[src/rtl/wbck_sched_pkg.sv]
// Shared definitions for the writeback scheduler: requester ids, default
// widths and the round-robin successor helper.
package wbck_sched_pkg;

   localparam int WBCK_XLEN_DFLT    = 32;
   localparam int WBCK_RFIDX_W_DFLT = 5;

   // Requester ids double as grant-vector bit positions.
   typedef enum logic [1:0] {
      WBCK_ALU    = 2'd0,
      WBCK_LSU    = 2'd1,
      WBCK_MULDIV = 2'd2
   } wbck_req_e;

   function automatic wbck_req_e rr_next(wbck_req_e r);
      case (r)
         WBCK_ALU: return WBCK_LSU;
         WBCK_LSU: return WBCK_MULDIV;
         default:  return WBCK_ALU;
      endcase
   endfunction

endpackage

[src/rtl/wbck_sched_rr_arb.sv]
// 3-way round-robin arbiter. Grants the first valid requester at or after the
// pointer, in order ALU, LSU, MULDIV with wrap, and moves the pointer past the
// winner. Grants are forced low while reset is asserted.
//
//   state (r_ptr) | meaning
//   WBCK_ALU      | ALU has top priority, then LSU, then MULDIV
//   WBCK_LSU      | LSU has top priority, then MULDIV, then ALU
//   WBCK_MULDIV   | MULDIV has top priority, then ALU, then LSU
module wbck_rr_arb
   import wbck_sched_pkg::*;
#(
   parameter int RR_INIT = 0
) (
   input  logic       clk,
   input  logic       rst_n,
   input  logic [2:0] i_vld,
   output logic [2:0] o_gnt
);

   localparam wbck_req_e LP_PTR_INIT = wbck_req_e'(2'(RR_INIT));

   wbck_req_e r_ptr;
   wbck_req_e w_ptr_nxt;
   wbck_req_e w_idx;
   logic      w_hit;
   logic [2:0] w_gnt;

   // Priority pointer register
   always_ff @(posedge clk or negedge rst_n) begin
      if (!rst_n) r_ptr <= LP_PTR_INIT;
      else        r_ptr <= w_ptr_nxt;
   end

   // Scan from the pointer with wrap; first valid wins, pointer moves past it
   always_comb begin
      w_gnt     = 3'b000;
      w_ptr_nxt = r_ptr;
      w_idx     = r_ptr;
      w_hit     = 1'b0;
      for (int k = 0; k < 3; k++) begin
         if (!w_hit && i_vld[w_idx]) begin
            w_gnt[w_idx] = 1'b1;
            w_hit        = 1'b1;
            w_ptr_nxt    = rr_next(w_idx);
         end
         w_idx = rr_next(w_idx);
      end
   end

   assign o_gnt = rst_n ? w_gnt : 3'b000;

endmodule

[src/rtl/wbck_sched.sv]
// Writeback scheduler: arbitrates ALU/LSU/MULDIV results onto the single
// regfile write port and tracks outstanding long-pipe destinations so that
// dispatch can stall on RAW/WAW hazards.
module wbck_sched
   import wbck_sched_pkg::*;
#(
   parameter int XLEN    = WBCK_XLEN_DFLT,
   parameter int RFIDX_W = WBCK_RFIDX_W_DFLT,
   parameter int RR_INIT = 0
) (
   input  logic               clk,
   input  logic               rst_n,
   input  logic               alu_wbck_vld,
   output logic               alu_wbck_rdy,
   input  logic [RFIDX_W-1:0] alu_wbck_rd,
   input  logic               alu_wbck_wen,
   input  logic [XLEN-1:0]    alu_wbck_data,
   input  logic               lsu_wbck_vld,
   output logic               lsu_wbck_rdy,
   input  logic [RFIDX_W-1:0] lsu_wbck_rd,
   input  logic               lsu_wbck_wen,
   input  logic [XLEN-1:0]    lsu_wbck_data,
   input  logic               muldiv_wbck_vld,
   output logic               muldiv_wbck_rdy,
   input  logic [RFIDX_W-1:0] muldiv_wbck_rd,
   input  logic               muldiv_wbck_wen,
   input  logic [XLEN-1:0]    muldiv_wbck_data,
   input  logic               longp_disp_vld,
   input  logic [RFIDX_W-1:0] longp_disp_rd,
   input  logic               longp_disp_wen,
   input  logic               dec_rs1_en,
   input  logic [RFIDX_W-1:0] dec_rs1_idx,
   input  logic               dec_rs2_en,
   input  logic [RFIDX_W-1:0] dec_rs2_idx,
   input  logic               dec_rd_en,
   input  logic [RFIDX_W-1:0] dec_rd_idx,
   output logic               dep_stall,
   output logic               rf_wen,
   output logic [RFIDX_W-1:0] rf_waddr,
   output logic [XLEN-1:0]    rf_wdata
);

   localparam int NREG = 2 ** RFIDX_W;

   logic [2:0]         w_vld;
   logic [2:0]         w_gnt;
   logic               w_sel_wen;
   logic [RFIDX_W-1:0] w_sel_rd;
   logic [XLEN-1:0]    w_sel_data;
   logic [NREG-1:0]    w_clr;
   logic [NREG-1:0]    w_set;
   logic [NREG-1:0]    w_pend_nxt;

   logic [NREG-1:0]    r_pend;
   logic               r_rf_wen;
   logic [RFIDX_W-1:0] r_rf_waddr;
   logic [XLEN-1:0]    r_rf_wdata;

   assign w_vld = {muldiv_wbck_vld, lsu_wbck_vld, alu_wbck_vld};

   wbck_rr_arb #(
      .RR_INIT (RR_INIT)
   ) u_arb (
      .clk   (clk),
      .rst_n (rst_n),
      .i_vld (w_vld),
      .o_gnt (w_gnt)
   );

   assign alu_wbck_rdy    = w_gnt[WBCK_ALU];
   assign lsu_wbck_rdy    = w_gnt[WBCK_LSU];
   assign muldiv_wbck_rdy = w_gnt[WBCK_MULDIV];

   // Select the granted channel's write fields (grant is one-hot)
   always_comb begin
      w_sel_wen  = 1'b0;
      w_sel_rd   = '0;
      w_sel_data = '0;
      if (w_gnt[WBCK_ALU]) begin
         w_sel_wen  = alu_wbck_wen;
         w_sel_rd   = alu_wbck_rd;
         w_sel_data = alu_wbck_data;
      end else if (w_gnt[WBCK_LSU]) begin
         w_sel_wen  = lsu_wbck_wen;
         w_sel_rd   = lsu_wbck_rd;
         w_sel_data = lsu_wbck_data;
      end else if (w_gnt[WBCK_MULDIV]) begin
         w_sel_wen  = muldiv_wbck_wen;
         w_sel_rd   = muldiv_wbck_rd;
         w_sel_data = muldiv_wbck_data;
      end
   end

   // Registered write port; address/data hold when nothing is granted
   always_ff @(posedge clk or negedge rst_n) begin
      if (!rst_n) begin
         r_rf_wen   <= 1'b0;
         r_rf_waddr <= '0;
         r_rf_wdata <= '0;
      end else if (|w_gnt) begin
         r_rf_wen   <= w_sel_wen;
         r_rf_waddr <= w_sel_rd;
         r_rf_wdata <= w_sel_data;
      end else begin
         r_rf_wen   <= 1'b0;
      end
   end

   // Scoreboard update: long-pipe writebacks clear, long-pipe dispatch sets;
   // set is applied last so a new op on the same rd stays outstanding
   always_comb begin
      w_clr = '0;
      w_set = '0;
      if (w_gnt[WBCK_LSU])    w_clr[lsu_wbck_rd]    = 1'b1;
      if (w_gnt[WBCK_MULDIV]) w_clr[muldiv_wbck_rd] = 1'b1;
      if (longp_disp_vld && longp_disp_wen && (longp_disp_rd != '0))
         w_set[longp_disp_rd] = 1'b1;
      w_pend_nxt    = (r_pend & ~w_clr) | w_set;
      w_pend_nxt[0] = 1'b0;
   end

   // Scoreboard register
   always_ff @(posedge clk or negedge rst_n) begin
      if (!rst_n) r_pend <= '0;
      else        r_pend <= w_pend_nxt;
   end

   assign dep_stall = (dec_rs1_en & r_pend[dec_rs1_idx])
                    | (dec_rs2_en & r_pend[dec_rs2_idx])
                    | (dec_rd_en  & r_pend[dec_rd_idx]);

   assign rf_wen   = r_rf_wen;
   assign rf_waddr = r_rf_waddr;
   assign rf_wdata = r_rf_wdata;

endmodule
[config.mk]
export PLATFORM = sky130hd
export DESIGN_NAME = wbck_sched
export DESIGN_NICKNAME = d
export VERILOG_FILES = /design/src/rtl/wbck_sched_pkg.sv /design/src/rtl/wbck_sched_rr_arb.sv /design/src/rtl/wbck_sched.sv
export SDC_FILE = /design/constraint.sdc
export NUM_CORES = 1
export LEC_CHECK = 0
export CAP_MARGIN = 20
export CELL_PAD_IN_SITES_DETAIL_PLACEMENT = 1
export CELL_PAD_IN_SITES_GLOBAL_PLACEMENT = 1
export CORE_MARGIN = 1
export CORE_UTILIZATION = 33
export DETAILED_ROUTE_END_ITERATION = 16
export PLACE_DENSITY_LB_ADDON = 0.1
export SYNTH_ARGS = -nofsm -noshare
export SYNTH_HDL_FRONTEND = slang
export SYNTH_SLANG_ARGS = --single-unit
[constraint.sdc]
create_clock -name clk -period 1.9 [get_ports clk]
set_clock_uncertainty 0.05 [all_clocks]
set_input_delay 0.19 -clock clk [delete_from_list [all_inputs] [get_ports clk]]
set_output_delay 0.19 -clock clk [all_outputs]
set_load 0.005 [all_outputs]
==> run_summary.xml <==
<?xml version="1.0" encoding="UTF-8"?>
<metrics>
  <group name="status">
    <metric name="result_of_the_run" unit="">complete, but fails checks</metric>
    <metric name="violations" unit="">design-rule violations, negative setup slack</metric>
  </group>
  <group name="clock_tree">
    <metric name="htree_levels" unit="">3</metric>
    <metric name="cts.sink_count" unit="">71</metric>
    <metric name="path_clk_slew" unit="ns">0.05</metric>
    <metric name="clk-insertion-delay-late" unit="ns">0.34</metric>
    <metric name="root_buffer_cell" unit="">clkbuf_16</metric>
    <metric name="cts-buffers-inserted" unit="">9</metric>
    <metric name="tritoncts" unit="">yes</metric>
    <metric name="max-clock-path-buffers" unit="">2</metric>
  </group>
  <group name="setup_path">
    <metric name="worstPathRequired" unit="ns">1.66</metric>
    <metric name="timing.critical_path.fanout_max" unit="">3</metric>
    <metric name="worst_setup_path_start_kind" unit="">primary input</metric>
    <metric name="crit_path_end_kind" unit="">output pin</metric>
    <metric name="timing.critical_path.arrival" unit="ns">2.09</metric>
    <metric name="crit_path_category" unit="">in -&gt; out</metric>
  </group>
  <group name="timing">
    <metric name="fmax" unit="MHz">429.7</metric>
    <metric name="timing.max_slew.rel_slack" unit="">0.5006</metric>
    <metric name="rsz0062_at_grt" unit="">yes</metric>
    <metric name="fin_crit" unit="ns">2.327</metric>
    <metric name="setup_violations" unit="">1</metric>
    <metric name="worst_pin_slew" unit="ns">0.7491</metric>
    <metric name="final-hold-violation-count" unit="">0</metric>
    <metric name="final.period_utilization" unit="">1.225</metric>
    <metric name="slew_violations" unit="">0</metric>
    <metric name="finalWorstSetupSlack" unit="ns">-0.4270</metric>
  </group>
  <group name="floorplanning">
    <metric name="placementRows" unit="">44</metric>
    <metric name="ioPinCount" unit="">186</metric>
    <metric name="floorplan.core_area" unit="mm2">0.01470</metric>
    <metric name="die_area" unit="mm2">0.01570</metric>
    <metric name="die_height" unit="um">125.3</metric>
    <metric name="initial_core_util" unit="">0.3413</metric>
    <metric name="floorplan.die.width" unit="um">125.3</metric>
  </group>
  <group name="worst_hold_path">
    <metric name="hold_path_class" unit="">in -&gt; async</metric>
  </group>
  <group name="global_route">
    <metric name="grt_pass1_wl" unit="um">35000</metric>
    <metric name="grt_overflow" unit="">0</metric>
    <metric name="via_count_of_the_first_global_routing_pass" unit="">6321</metric>
    <metric name="grt_use_total" unit="">0.2884</metric>
    <metric name="grt_max_degree" unit="">56</metric>
    <metric name="grt_antenna_before_repair" unit="">0</metric>
  </group>
  <group name="job">
    <metric name="maxCapViolCount" unit="">0</metric>
  </group>
  <group name="place">
    <metric name="globalplace.congestion" unit="">0.9786</metric>
    <metric name="dpl-instance-area" unit="mm2">0.007750</metric>
    <metric name="number_of_i_o_port_buffers" unit="">185</metric>
    <metric name="place.detailed.hpwl" unit="um">16630</metric>
    <metric name="place.detailed.instances" unit="">967</metric>
  </group>
  <group name="finish">
    <metric name="final_layout_size_suffix_gt1_frac" unit="">0.2295</metric>
    <metric name="antenna_cells_inserted" unit="">0</metric>
    <metric name="final_common_cell" unit="">clkdlybuf4s50_1</metric>
    <metric name="finalNonFillerCells" unit="">990</metric>
    <metric name="num-nets-final" unit="">945</metric>
    <metric name="area_overhead_of_the_layout_relative_to_synthesis" unit="%">63.84</metric>
    <metric name="final_cell_mix" unit="">clkdlybuf4s50_1, buf_4, o21ai_0</metric>
    <metric name="layout.cell_area.non_filler" unit="mm2">0.008220</metric>
  </group>
  <group name="power">
    <metric name="p_switching" unit="W">0.002481</metric>
    <metric name="p_leak" unit="nW">3.298</metric>
    <metric name="p_total" unit="W">0.007506</metric>
    <metric name="share_clk_of_total_power" unit="">0.225</metric>
    <metric name="power.switching_fraction" unit="">0.3305</metric>
    <metric name="internal-power" unit="W">0.005026</metric>
    <metric name="seq_power_share" unit="">0.326</metric>
    <metric name="power.density" unit="mW/mm2">913.1</metric>
    <metric name="combinational_power_share" unit="">0.449</metric>
    <metric name="max-vdd-ir-drop" unit="V">0.0004360</metric>
  </group>
  <group name="synth">
    <metric name="syn_area" unit="mm2">0.005017</metric>
    <metric name="yosysWarnings" unit="">0</metric>
    <metric name="synth-seq-area-share" unit="">0.3541</metric>
    <metric name="post_synthesis_area_per_instance" unit="um2">9.223</metric>
    <metric name="synth_ff_type" unit="">dfrtp_1</metric>
    <metric name="synth.distinct_cells" unit="">58</metric>
    <metric name="async_flop_share" unit="">1.000</metric>
    <metric name="postSynthRegisterBits" unit="">71</metric>
    <metric name="synth_edf_count" unit="">0</metric>
    <metric name="syn-instance-count" unit="">544</metric>
    <metric name="synth_nets" unit="">688</metric>
  </group>
  <group name="routing">
    <metric name="vias" unit="">5885</metric>
    <metric name="viasPerCell" unit="">5.944</metric>
    <metric name="first_iter_violations" unit="">340</metric>
    <metric name="drtAntennaViolNets" unit="">0</metric>
    <metric name="drtPass1Iterations" unit="">13</metric>
    <metric name="route.detailed.drc" unit="">2</metric>
    <metric name="detail_route.wl_per_cell" unit="um">22.29</metric>
    <metric name="finalWirelength" unit="um">22070</metric>
  </group>
</metrics>
[layout make-up]
type	instances	area (um2)
fill	1685	6479
multi-input combinational	411	3044
timing repair buffer	300	2835
sequential	71	1787
clock buffer	12	246.5
tap	184	230.2
clock inverter	4	45.04
inverter	8	32.53
[sequential cells by signal, indices dropped and copies added (netlist names)]
register	flops
rf_wdata	32
rf_wen	1
r_pend	31
u_arb.r_ptr	2
rf_waddr	5
[timing repair]
item | in CTS | in global routing
buffers inserted | 5 | 1
endpoints found under the setup margin | 4 | 31
gates cloned | 0 | 1
hold endpoints to repair | 16 | 0
resized for setup | 36 | 18
pin swaps | 8 | 4
hold buffers | 1 | 0
[cells by family after synthesis]
group / count (synthesis) / synth area share
buffers and inverters: 62 / 0.05586
AOI/OAI and AO/OA: 207 / 0.2890
muxes: 35 / 0.1097
DFF: 71 / 0.3541
and+or+nand+nor: 169 / 0.1913
[final timing paths]
path,slack (ns),to,depth (start not counted),startpoint
setup / recovery,-0.43,dep_stall,9,dec_rs2_idx[0]
hold / removal,0.14,u_arb.r_ptr[1],2,rst_n
setup reg to reg,0.05,r_pend[2],7,u_arb.r_ptr[1]
hold reg to reg,0.52,rf_waddr[0],2,rf_waddr[0]
max in group asynchronous,0.69,r_pend[3],3,rst_n
min in group clk,0.40,rf_waddr[1],3,alu_wbck_rd[1]
[power by group through the flow]
| stage | Combinational (W) | Sequential [W] | Clock [W] |
|---|---|---|---|
| 3_5_place_dp | 0.00323 | 0.00244 | 0 |
| 3_3_place_gp | 0.00314 | 0.00242 | 0 |
| 6_report | 0.00337 | 0.00245 | 0.00169 |
| 2_1_floorplan | 0.00138 | 0.00230 | 0 |
| 4_1_cts | 0.00332 | 0.00243 | 0.00174 |
| 5_1_grt | 0.00363 | 0.00250 | 0.00179 |
[critical path: stages]
cell and delay, ns:
clkdlybuf4s50_1 0.47, buf_4 0.18, nor2_2 0.16, a22oi_1 0.09, and3_1 0.19, o41ai_2 0.42, buf_4 0.17, nand4_1 0.08
buf_2 0.14
[synthesized netlist by cell type, types with 2 or more instances]
library cell,n,share of area
o21ai_0,75,0.075
dfrtp_1,71,0.35
a22oi_1,38,0.057
a2bb2oi_1,34,0.059
nand2_1,32,0.024
clkbuf_1,29,0.022
nand4_1,19,0.024
nor3_1,19,0.019
buf_2,18,0.018
nand3_1,17,0.017
a32o_1,16,0.032
mux2i_1,16,0.032
mux4_2,13,0.058
nor2_1,13,0.0097
o22ai_1,12,0.015
nor2b_1,9,0.011
o41ai_1,9,0.016
and2_1,8,0.010
and3_1,7,0.0087
nand3b_1,7,0.010
nor4_1,7,0.0087
inv_1,6,0.0045
nand2b_1,6,0.0075
a21oi_1,5,0.0050
or2_2,5,0.0062
and3b_1,4,0.0070
mux2_2,4,0.0090
nor3b_1,4,0.0060
o21ai_1,4,0.0040
a222oi_1,3,0.0060
buf_4,2,0.0030
buf_6,2,0.0045
clkbuf_2,2,0.0020
inv_2,2,0.0015
mux4_1,2,0.010
o32ai_1,2,0.0035
[through the flow]
step,utilization,hold slack [ns],setup TNS [ns],worst slack (ns)
final,0.5592,0.1432,-0.4270,-0.4270
after global routing,0.5592,0.1560,-0.5190,-0.5147
after global placement,0.5272,-0.05012,-8.251,-0.9452
after detailed placement,0.5272,-0.05016,-14.15,-1.019
after floorplan,-,-0.1556,0,0.1884
after CTS,0.5550,0.1435,-0.4165,-0.4155
[per-layer routing]
| metal | part of all wire | track usage | up-vias |
|---|---|---|---|
| met5 | 0 | 0 | - |
| met4 | 0.031 | 0.1176 | 0 |
| met3 | 0.073 | 0.06889 | 49 |
| met2 | 0.49 | 0.4880 | 239 |
| met1 | 0.41 | 0.3525 | 2935 |
| li1 | - | - | 2662 |
No activity file was read; power rests on OpenSTA's default activity.
